==> config.mk <==
export PLATFORM = sky130hd
export DESIGN_NAME = ps2_host_tx
export DESIGN_NICKNAME = d
export VERILOG_FILES = /design/src/rtl/ps2_host_tx.sv
export SDC_FILE = /design/constraint.sdc
export NUM_CORES = 1
export LEC_CHECK = 0
export ABC_AREA = 1
export BUFFER_PORTS_ARGS = -buffer_cell sky130_fd_sc_hd__clkbuf_2
export CAP_MARGIN = 20
export CORE_UTILIZATION = 55
export DETAILED_ROUTE_END_ITERATION = 10
export PLACE_DENSITY = 0.83
export SYNTH_ARGS = -nofsm -noshare
export SYNTH_HDL_FRONTEND = slang
export SYNTH_SLANG_ARGS = --single-unit
==> constraint.sdc <==
create_clock -name mclk -period 2.35 [get_ports mclk]
set_input_delay 0.235 -clock mclk [delete_from_list [all_inputs] [get_ports mclk]]
set_output_delay 0.235 -clock mclk [all_outputs]
set_load 0.1 [all_outputs]
==> src/rtl/ps2_host_tx.sv <==
// PS/2 host-to-device transmitter: inhibits the clock, requests to send, shifts one byte
// out on device clock falls and checks the ACK bit.
module ps2_host_tx #(
    parameter int unsigned INHIBIT_CYC = 2500,
    parameter int unsigned START_TO    = 375000,
    parameter int unsigned PKT_TO      = 50000,
    parameter int unsigned FILT        = 8
) (
    input  logic       mclk,
    input  logic       reset_in,
    input  logic       ps2_clk_i,
    input  logic       ps2_data_i,
    output logic       ps2_clk_oe,
    output logic       ps2_data_oe,
    input  logic [7:0] tx_data,
    input  logic       tx_wr,
    output logic       tx_busy,
    output logic       tx_done,
    output logic       tx_err,
    output logic       rx_inhibit
);

    localparam int unsigned MAX_AB  = (INHIBIT_CYC > START_TO) ? INHIBIT_CYC : START_TO;
    localparam int unsigned TMR_MAX = (MAX_AB > PKT_TO) ? MAX_AB : PKT_TO;
    localparam int unsigned TMR_W   = $clog2(TMR_MAX + 1);
    localparam int unsigned FW      = (FILT > 1) ? $clog2(FILT + 1) : 1;

    localparam logic [TMR_W-1:0] INH_LAST = TMR_W'(INHIBIT_CYC - 1);
    localparam logic [TMR_W-1:0] STO_LAST = TMR_W'(START_TO - 1);
    localparam logic [TMR_W-1:0] PKT_LAST = TMR_W'(PKT_TO - 1);
    localparam logic [FW-1:0]    FLT_LAST = FW'(FILT - 1);

    localparam logic [2:0] StIdle    = 3'd0;
    localparam logic [2:0] StInhibit = 3'd1;
    localparam logic [2:0] StReq     = 3'd2;
    localparam logic [2:0] StShift   = 3'd3;
    localparam logic [2:0] StAck     = 3'd4;
    localparam logic [2:0] StRecover = 3'd5;

    // Index 0 is the clock line, index 1 the data line.
    logic [1:0]    meta_q, sync_q, filt_q;
    logic [FW-1:0] fcnt_q [2];
    logic          clk_prev_q;
    logic          fall;

    always_ff @(posedge mclk) begin
        if (reset_in) begin
            meta_q     <= 2'b11;
            sync_q     <= 2'b11;
            filt_q     <= 2'b11;
            fcnt_q[0]  <= '0;
            fcnt_q[1]  <= '0;
            clk_prev_q <= 1'b1;
        end else begin
            meta_q     <= {ps2_data_i, ps2_clk_i};
            sync_q     <= meta_q;
            clk_prev_q <= filt_q[0];
            for (int i = 0; i < 2; i++) begin
                if (sync_q[i] == filt_q[i]) begin
                    fcnt_q[i] <= '0;
                end else if (fcnt_q[i] == FLT_LAST) begin
                    filt_q[i] <= sync_q[i];
                    fcnt_q[i] <= '0;
                end else begin
                    fcnt_q[i] <= fcnt_q[i] + 1'b1;
                end
            end
        end
    end

    assign fall = clk_prev_q & ~filt_q[0];

    logic [2:0]       state_q, state_d;
    logic [TMR_W-1:0] tmr_q, tmr_d, tmr_inc;
    logic [3:0]       bit_cnt_q, bit_cnt_d;
    logic [7:0]       data_q, data_d;
    logic             par_q, par_d;
    logic             out_bit_q, out_bit_d;
    logic             ok_q, ok_d;
    logic             lines_idle;

    assign tmr_inc    = (&tmr_q) ? tmr_q : tmr_q + 1'b1;
    assign lines_idle = &filt_q;

    always_comb begin
        state_d   = state_q;
        tmr_d     = tmr_q;
        bit_cnt_d = bit_cnt_q;
        data_d    = data_q;
        par_d     = par_q;
        out_bit_d = out_bit_q;
        ok_d      = ok_q;
        unique case (state_q)
            StIdle: begin
                if (tx_wr) begin
                    data_d  = tx_data;
                    par_d   = ~^tx_data;
                    tmr_d   = '0;
                    ok_d    = 1'b0;
                    state_d = StInhibit;
                end
            end
            StInhibit: begin
                if (tmr_q >= INH_LAST) begin
                    tmr_d   = '0;
                    state_d = StReq;
                end else begin
                    tmr_d = tmr_inc;
                end
            end
            StReq: begin
                if (fall) begin
                    tmr_d     = '0;
                    bit_cnt_d = '0;
                    out_bit_d = 1'b0;
                    state_d   = StShift;
                end else if (tmr_q >= STO_LAST) begin
                    ok_d    = 1'b0;
                    state_d = StRecover;
                end else begin
                    tmr_d = tmr_inc;
                end
            end
            StShift: begin
                if (tmr_q >= PKT_LAST) begin
                    ok_d    = 1'b0;
                    state_d = StRecover;
                end else begin
                    tmr_d = tmr_inc;
                    if (fall) begin
                        bit_cnt_d = bit_cnt_q + 4'd1;
                        if (bit_cnt_q < 4'd8) begin
                            out_bit_d = data_q[bit_cnt_q[2:0]];
                        end else if (bit_cnt_q == 4'd8) begin
                            out_bit_d = par_q;
                        end else begin
                            out_bit_d = 1'b1;
                            state_d   = StAck;
                        end
                    end
                end
            end
            StAck: begin
                if (tmr_q >= PKT_LAST) begin
                    ok_d    = 1'b0;
                    state_d = StRecover;
                end else begin
                    tmr_d = tmr_inc;
                    if (fall) begin
                        ok_d    = ~filt_q[1];
                        state_d = StRecover;
                    end
                end
            end
            StRecover: begin
                if (lines_idle) begin
                    tmr_d   = '0;
                    state_d = StIdle;
                end
            end
            default: state_d = StIdle;
        endcase
    end

    always_ff @(posedge mclk) begin
        if (reset_in) begin
            state_q   <= StIdle;
            tmr_q     <= '0;
            bit_cnt_q <= '0;
            data_q    <= '0;
            par_q     <= 1'b0;
            out_bit_q <= 1'b0;
            ok_q      <= 1'b0;
        end else begin
            state_q   <= state_d;
            tmr_q     <= tmr_d;
            bit_cnt_q <= bit_cnt_d;
            data_q    <= data_d;
            par_q     <= par_d;
            out_bit_q <= out_bit_d;
            ok_q      <= ok_d;
        end
    end

    // Start bit is pulled low already in the final inhibit cycle.
    always_comb begin
        ps2_clk_oe  = (state_q == StInhibit);
        ps2_data_oe = 1'b0;
        unique case (state_q)
            StInhibit: ps2_data_oe = (tmr_q >= INH_LAST);
            StReq:     ps2_data_oe = 1'b1;
            StShift:   ps2_data_oe = ~out_bit_q;
            default:   ps2_data_oe = 1'b0;
        endcase
    end

    assign tx_busy    = (state_q != StIdle);
    assign rx_inhibit = tx_busy;
    assign tx_done    = (state_q == StRecover) & lines_idle &  ok_q & ~reset_in;
    assign tx_err     = (state_q == StRecover) & lines_idle & ~ok_q & ~reset_in;

endmodule

---- Yosys cells after proc, flatten, opt, wreduce, memory -nomap -nowiden ----
Memory sizes are Yosys's and may differ from the RTL's.
Cells that the tools add are included.
word-level totals
  register bits after elaboration ......... 44
  RAM bits ................................ 8
  input bits .............................. 13
  memories ................................ 1
cells by class
  $add $sub $neg .......................... 4
  $lt $le $gt $ge ......................... 5
  equal/unequal tests ..................... 26
  multiplexer cells ....................... 70
  bitwise operators ....................... 19
  reductions and logical operators ........ 16
memory list
  name    depth  width  read ports  clocked after memory_dff  wr ports  RTL line  text
  fcnt_q  2      4      2           0                         2         42        logic [FW-1:0] fcnt_q [2];
operators with widths
  operator                 count
  $mux W19                 7
  $pmux W19 S5             1
  $mux W1                  36
  $mux W4                  9
  $mux W3                  11
  $add A19 B1 Y19 const B  1
  $ge A19 B12 Y1 const B   1
  $ge A19 B16 Y1 const B   1
  $ge A19 B19 Y1 const B   1
  $reduce_and A19 Y1       1
  $ne A2 B2 Y1 const B     9
  $ne A3 B3 Y1 const B     6
  $pmux W3 S6              1
  $add A4 B1 Y4 const B    3
  $eq A4 B3 Y1 const B     2
  $pmux W4 S2              1
  $reduce_and A2 Y1        4
  $reduce_and A8 Y1        1
  $reduce_xnor A8 Y1       1
  $not A1 Y1               7
  $and A1 B1 Y1            6
  $eq A3 B2 Y1 const B     2
  $eq A3 B3 Y1 const B     2
  $or A1 B1 Y1             6
  19 further kinds         20

---- Longest topological paths before layout ----
Gate-level depths: netlist of run 1.
  word-level depth ........................ 7
  gate-level depth with buffers ........... 15
  mapped depth without buffers ............ 14

---- Least setup slack after synthesis of run 1 ----
No wires, ideal clock.
  path type ............................... flip-flop to output port
  from .................................... register state_q[0]
  to ...................................... output ps2_data_oe
  data arrival time ....................... 2,447 ps
  required time ........................... 2,115 ps
  setup slack ............................. -332 ps
  stages on the path, launching flop included .. 8
  path buffers ............................ 1
  cell sequence ........................... dfxtp_1 -> inv_1 -> nor2_1 -> inv_1 -> nor2_1 -> buf_2 -> o21ai_0 -> o211ai_1
on the way
  word-level cells in the longest chain between the ends .. 2
  elaborated cells on any way between the ends .. 4
ends and longest elaborated chain
  element                 RTL line  text
  from (decl)             73        logic [2:0] state_q, state_d;
  from (signal assigned)  167       state_q <= StIdle;
  from (signal assigned)  175       state_q <= state_d;
  $eq A3 B1 Y1            -
  via ps2_clk_oe          13        output logic ps2_clk_oe,
  $pmux W1 S3             189       unique case (state_q)
  to (decl)               14        output logic ps2_data_oe,
The timed path passes the listed nets, and every way through them passes these cells.

---- Worst setup path after layout of run 1 ----
  from .................................... register tmr_q[0]
  to ...................................... output ps2_data_oe
on the way
  word-level cells in the longest chain between the ends .. 2
ends and longest elaborated chain
  element                 RTL line  text
  from (decl)             74        logic [TMR_W-1:0] tmr_q, tmr_d, tmr_inc;
  from (signal assigned)  176       tmr_q <= tmr_d;
  $ge A19 B12 Y1          190       StInhibit: ps2_data_oe = (tmr_q >= INH_LAST);
  $pmux W1 S3             189
Every way passes these cells.

==> qor.yml, run 1 <==
outcome:
  outcome: "finished, final reports clean"
power_and_ir_drop:
  power_leakage_nw: 1.74
  power.density_nw_per_um2: 746
  max-vdd-ir-drop_uv: 1230
drt:
  wl_met2_mm: 4.51
  wl_met1_mm: 3.96
  vias: 3813
  drt_iter0_drc: 264
  top_layer: "met4"
  met3WireLength_um: 607
  wirelength_mm: 9.20
  drcViolationCount: 0
  dr.pass1.iters: 7
  via_per_inst: 5.57
  antenna_left: 0
  wl_per_cell_um: 13.4
sta:
  period_share_pct: 92.0
  finClkSkew_ns: 0.00937
  slew_viol_final: 0
  rsz0062_at_grt: "no"
  max_freq_ghz: 0.463
  tightest_slew_ns: 0.539
  fin_tns_setup_ns: 0
  hold_violations: 0
  setup_viol: 0
  max_slew_margin_pct: 64.2
  period_needed_ns: 2.16
job:
  cap_violations: 0
synth:
  yosysSeqAreaShare_pct: 30.5
  ys.warnings.count: 0
  synth-seq-cells: 52
  synth_cell_type_count: 35
  synth_cells: 586
  async_reset_ff_share_pct: 0
  syn_area_per_cell_um2: 6.28
  netlist_area_um2: 3680
  synth_ff_type: "dfxtp_1"
  synth-edff-count: 8
finish:
  fin_area_um2: 3960
  n_antenna_cell: 0
  syn2layout_area_growth_pct: 7.61
  drive_gt1_share_pct: 11.3
  fill_cells: 607
  final_net_count: 625
cts:
  cts_tree: "built"
  cts.sinks: 52
  numCtsBuffers: 5
  cts_hold_buf: 0
  cts_max_level: 2
  clock_tree.root_cell: "clkbuf_8"
  clk_latency_ns: 0.31
  path_clk_slew_ns: 0.10
  post_cts_buffers: 0
  clockBufferDepth: 2
global_route:
  grt_max_degree: 25
  grt_pass1_wl_mm: 15.7
  grt_pass1_vias: 3537
  grt_use_total_pct: 27.3
  antenna_found_initial: 0
  overflow: 0
die:
  initial_core_util_pct: 57.3
  die-height_um: 83.8
  die_w_um: 83.8
  core_um2: 6420
  core.rowCount: 29
  ioPinCount: 19
  dieArea_um2: 7020
setup_path:
  r2r_end: "tmr_q[17]"
  crit_start: "tmr_q[0]"
  crit_path_start_kind: "flop"
  r2r_setup_slack_ns: 0.22
  reg2reg_from: "tmr_q[0]"
  cp_cell_sequence: "ha_1, inv_1, nand2_1, nor2_1, nor2_1, o21ai_0, o211ai_1, buf_12"
  crit_path_max_incr_delay_ns: 0.47
  slowest_stage: "dfxtp_1"
  critPathKind: "reg2out"
  cp-end-kind: "output port"
  crit_required_ns: 2.12
  arrival_ns: 1.93
  crit_top_cell: "nor2_1"
  reg2regPathDepth: 13
  endpoint: "ps2_data_oe"
  path_max_fanout: 7
place:
  gp_congestion: 1.00
  dp_hpwl_mm: 6.95
  port_buffers: 18
  placed_cell_area_um2: 3860
min_path:
  hold_class: "in2reg"
  min-delay-start: "ps2_data_i"
[worst max-delay path: cells and delay by family (launching register included)]
kind | cells | cell delay [ns]
AO/OA/AOI/OAI | 2 | 0.33
adder cells (fa/ha/maj) | 1 | 0.27
buffers and inverters | 2 | 0.28
flip-flops | 1 | 0.47
AND/OR/NAND/NOR | 3 | 0.26
[layout by cell type (no fill, tap or decap), types with 3 or more instances in the layout]
cell and count:
or2_2 4, dfxtp_1 44, nor2_1 84, nor2_2 3, inv_1 50, inv_2 4
nand2_4 3, nand2_2 9, buf_4 13, edfxtp_1 8, xnor2_1 7, o211ai_1 4
conb_1 8, nand4_1 12, nand3_1 72, nor3_1 10, nand2_1 158, ha_1 5
clkbuf_2 15, nor2_4 3, a21oi_1 30, o21ai_0 26, xor2_1 11, clkbuf_8 5
[report_power, final]
group / total (mW) / internal [mW] / switching [mW]
clock: 0.533 / 0.214 / 0.318
combinational: 1.34 / 0.352 / 0.993
sequential: 1.08 / 0.999 / 0.0779
total: 2.95 / 1.57 / 1.39
[synth_stat cells (all sizes together), types with 5 or more instances]
cell type,number,share of area [%]
nand4,12,2.0
buf,15,3.4
inv,54,5.5
nand3,74,10
dfxtp,44,24
ha,5,1.7
or2,5,0.85
xor2,11,2.6
nand2,170,18
xnor2,7,1.7
clkbuf,8,0.82
o21ai,28,3.8
nor3,12,2.1
edfxtp,8,6.5
a21oi,31,4.3
nor2,90,9.9
[per-stage QoR]
step                      setup slack, ns  hold slack (ns)  utilization, %  instances  power [mW]
after floorplan                    0.0236            0.339               -        593        2.14
after global placement              0.339            0.396            60.2        677        2.39
after detailed placement            0.239            0.397            60.2        677        2.42
after CTS                           0.209           0.0962            61.6        685        2.94
after global routing               0.0255            0.108            61.7        685        3.13
final                               0.188           0.0982            61.7        685        2.95
[state kept, by name (all words and copies together), names as in the netlist]
signal,flops
tmr_q,19
data_q,8
fcnt_q,8
bit_cnt_q,4
state_q,3
filt_q,2
meta_q,2
sync_q,2
clk_prev_q,1
ok_q,1
out_bit_q,1
par_q,1
[metal layers]
| metal | global-route usage, % | vias to the layer above |
|---|---|---|
| li1 | - | 1921 |
| met1 | 34.0 | 1739 |
| met2 | 48.1 | 136 |
| met3 | 5.04 | 17 |
| met4 | 7.84 | 0 |
| met5 | 0 | - |
[timing repair]
item                                    CTS  global route
gates resized for setup                   0             2
endpoints found under the hold margin     0             0
endpoints found under the setup margin    0             3
[cell families after synthesis]
logic type,count (synthesis),share of synthesized area (%)
adders and majority gates,5,1.70
xor gates and xnor gates,18,4.28
DFF,52,30.5
and+or+nand+nor,366,44.3
AOI/OAI and AO/OA,65,9.31
buffers and inverters,79,9.89
other,1,0.102
[cell type report]
cell class                 count  area (µm²)  area share, %
sequential                    52        1120           28.3
timing repair buffer          30         213           5.37
clock inverter                 3        22.5          0.569
tap                           77        96.3           2.43
multi-input combinational    462        2230           56.3
clock buffer                   5        68.8           1.74
inverter                      56         210           5.31
[worst min path at each step]
stage,endpoint,slack [ns],cells after the start
after floorplan,meta_q[0],0.34,1
after global placement,sync_q[0],0.40,1
after detailed placement,sync_q[1],0.40,1
after CTS,meta_q[1],0.1,2
after global routing,meta_q[0],0.11,2
final,meta_q[1],0.1,2
(Power assumes the default switching activity.)
==> inputs of run 2 (changes only) <==
--- a/config.mk
+++ b/config.mk
@@ -8,9 +8,9 @@
 export ABC_AREA = 1
 export BUFFER_PORTS_ARGS = -buffer_cell sky130_fd_sc_hd__clkbuf_2
 export CAP_MARGIN = 20
-export CORE_UTILIZATION = 55
+export CORE_UTILIZATION = 25
 export DETAILED_ROUTE_END_ITERATION = 10
-export PLACE_DENSITY = 0.83
+export PLACE_DENSITY = 0.49
 export SYNTH_ARGS = -nofsm -noshare
 export SYNTH_HDL_FRONTEND = slang
 export SYNTH_SLANG_ARGS = --single-unit
==> run 2 against run 1 <==
  * Utilization down 32 points
  * Critical path depth up 3
  * Sequential share of layout area down 1.8 points
  * Largest power group unchanged
  * Routed wire length up 5.9%
  * Hold slack better by 0.016 ns
  * Power up 14%
==> qor.yml, run 2 (same netlist as run 1, synthesis figures left out) <==
outcome:
  outcome: "finished, final reports clean"
finish:
  reg_top3: "tmr_q: 19 flops, data_q: 8 flops, fcnt_q: 8 flops"
  largest_register_ffs: 19
  syn2layout_area_growth_pct: 14.8
  fill_cells: 1595
  mostFrequentLayoutCells: "nand2_1 (158), nor2_1 (84), nand3_1 (72), inv_1 (50), dfxtp_1 (44)"
  n_antenna_cell: 0
  fin_area_um2: 4230
  final_common_cell: "nand2_1"
  fin_util_pct: 30.0
  drive_gt1_share_pct: 11.9
  top_register: "tmr_q"
  final_net_count: 630
drt:
  wirelength_mm: 9.74
  dr.pass1.iters: 4
  antenna_left: 0
  wl_per_cell_um: 12.3
  vias: 3684
  via_per_inst: 4.65
  drt_iter0_drc: 163
  drcViolationCount: 0
sta:
  rsz0062_at_grt: "no"
  max_freq_ghz: 0.463
  period_share_pct: 91.9
  hold_violations: 0
  slew_viol_final: 0
  finClkSkew_ns: 0.0101
  setup_viol: 0
  fin_tns_setup_ns: 0
  max_slew_margin_pct: 64.3
  period_needed_ns: 2.16
  tightest_slew_ns: 0.538
die:
  initial_core_util_pct: 26.1
  ioPinCount: 19
  die-height_um: 123
  die_w_um: 123
  core.rowCount: 43
  dieArea_um2: 15200
  core_um2: 14100
global_route:
  grt_pass1_vias: 3511
  grt_max_degree: 25
  grt_use_total_pct: 13.4
  overflow: 0
  antenna_found_initial: 0
  grt_pass1_wl_mm: 16.2
cts:
  clock_tree.root_cell: "clkbuf_16"
  post_cts_buffers: 0
  clockBufferDepth: 2
  cts_hold_buf: 0
  post_cts_resized: 0
  cts.sinks: 52
  numCtsBuffers: 5
  cts_max_level: 2
  cts_tree: "built"
  path_clk_slew_ns: 0.07
  clk_latency_ns: 0.30
power_and_ir_drop:
  max-vdd-ir-drop_uv: 1090
  total_power_mw: 3.36
  power_leakage_nw: 1.79
  power.density_nw_per_um2: 795
job:
  cap_violations: 0
setup_path:
  path_max_fanout: 16
  crit_path_start_kind: "flop"
  cp-end-kind: "flop"
  arrival_ns: 2.40
  critPathKind: "reg2reg"
  crit_required_ns: 2.59
  reg2reg_from: "tmr_q[1]"
  crit_start: "tmr_q[1]"
place:
  dp_hpwl_mm: 7.15
  gp_congestion: 0.911
  port_buffers: 18
  placed_cell_area_um2: 4060
min_path:
  hold_class: "in2reg"
  min-delay-start: "ps2_data_i"
-- run 2: changes by cell type in the layout (fill, tap and decap cells not counted), sizes merged --
| cell | previous run | this run |
|---|---|---|
| bufinv | 0 | 1 |
| buf | 15 | 21 |
| clkinv | 4 | 2 |
-- run 2: metal layers --
| metal | routed length [µm] | GRT usage (%) |
|---|---|---|
| met4 | 235 | 5.65 |
| met5 | 0 | 0 |
| met1 | 4740 | 17.0 |
| met2 | 4380 | 22.2 |
| met3 | 391 | 2.54 |
-- run 2: worst max-delay path, cell delays in order, from the launching register on --
cell and delay [ns]:
dfxtp_1 0.43, ha_1 0.26, nand2_2 0.10, nor2_4 0.17, nand2_2 0.12, nor2_4 0.16
nand2_2 0.24, o21ai_0 0.24, nand3_1 0.12, nand3_1 0.10, nand2_1 0.05, a21oi_1 0.11
-- run 2: report_power, final --
group	switching (mW)	leakage, nW	internal (mW)
combinational	1.01	1.27	0.405
clock	0.371	0.0815	0.509
sequential	0.0694	0.441	0.999
total	1.45	1.79	1.91
-- run 2: cell type report --
cell class	instances	area (µm²)	area share (%)
Sequential cell	52	1120	26.5
Timing Repair Buffer	35	278	6.57
Multi-Input combinational cell	462	2220	52.6
Clock inverter	2	38.8	0.918
Tap cell	180	225	5.33
Inverter	56	210	4.97
Clock buffer	6	129	3.05
-- run 2: final timing paths --
| kind | endpoint | slack [ns] | cells after the start |
|---|---|---|---|
| max | tmr_q[2] | 0.19 | 11 |
| min | meta_q[1] | 0.11 | 2 |
| max reg2reg | tmr_q[2] | 0.19 | 11 |
| min reg2reg | sync_q[0] | 0.41 | 1 |
-- run 2: stage by stage --
step / setup slack [ns] / std cells / hold slack [ns]
4_1_cts: 0.204 / 793 / 0.106
2_1_floorplan: 0.0236 / 593 / 0.339
3_5_place_dp: 0.266 / 785 / 0.395
3_3_place_gp: 0.349 / 785 / 0.393
5_1_grt: 0.0216 / 793 / 0.109
6_report: 0.189 / 793 / 0.114
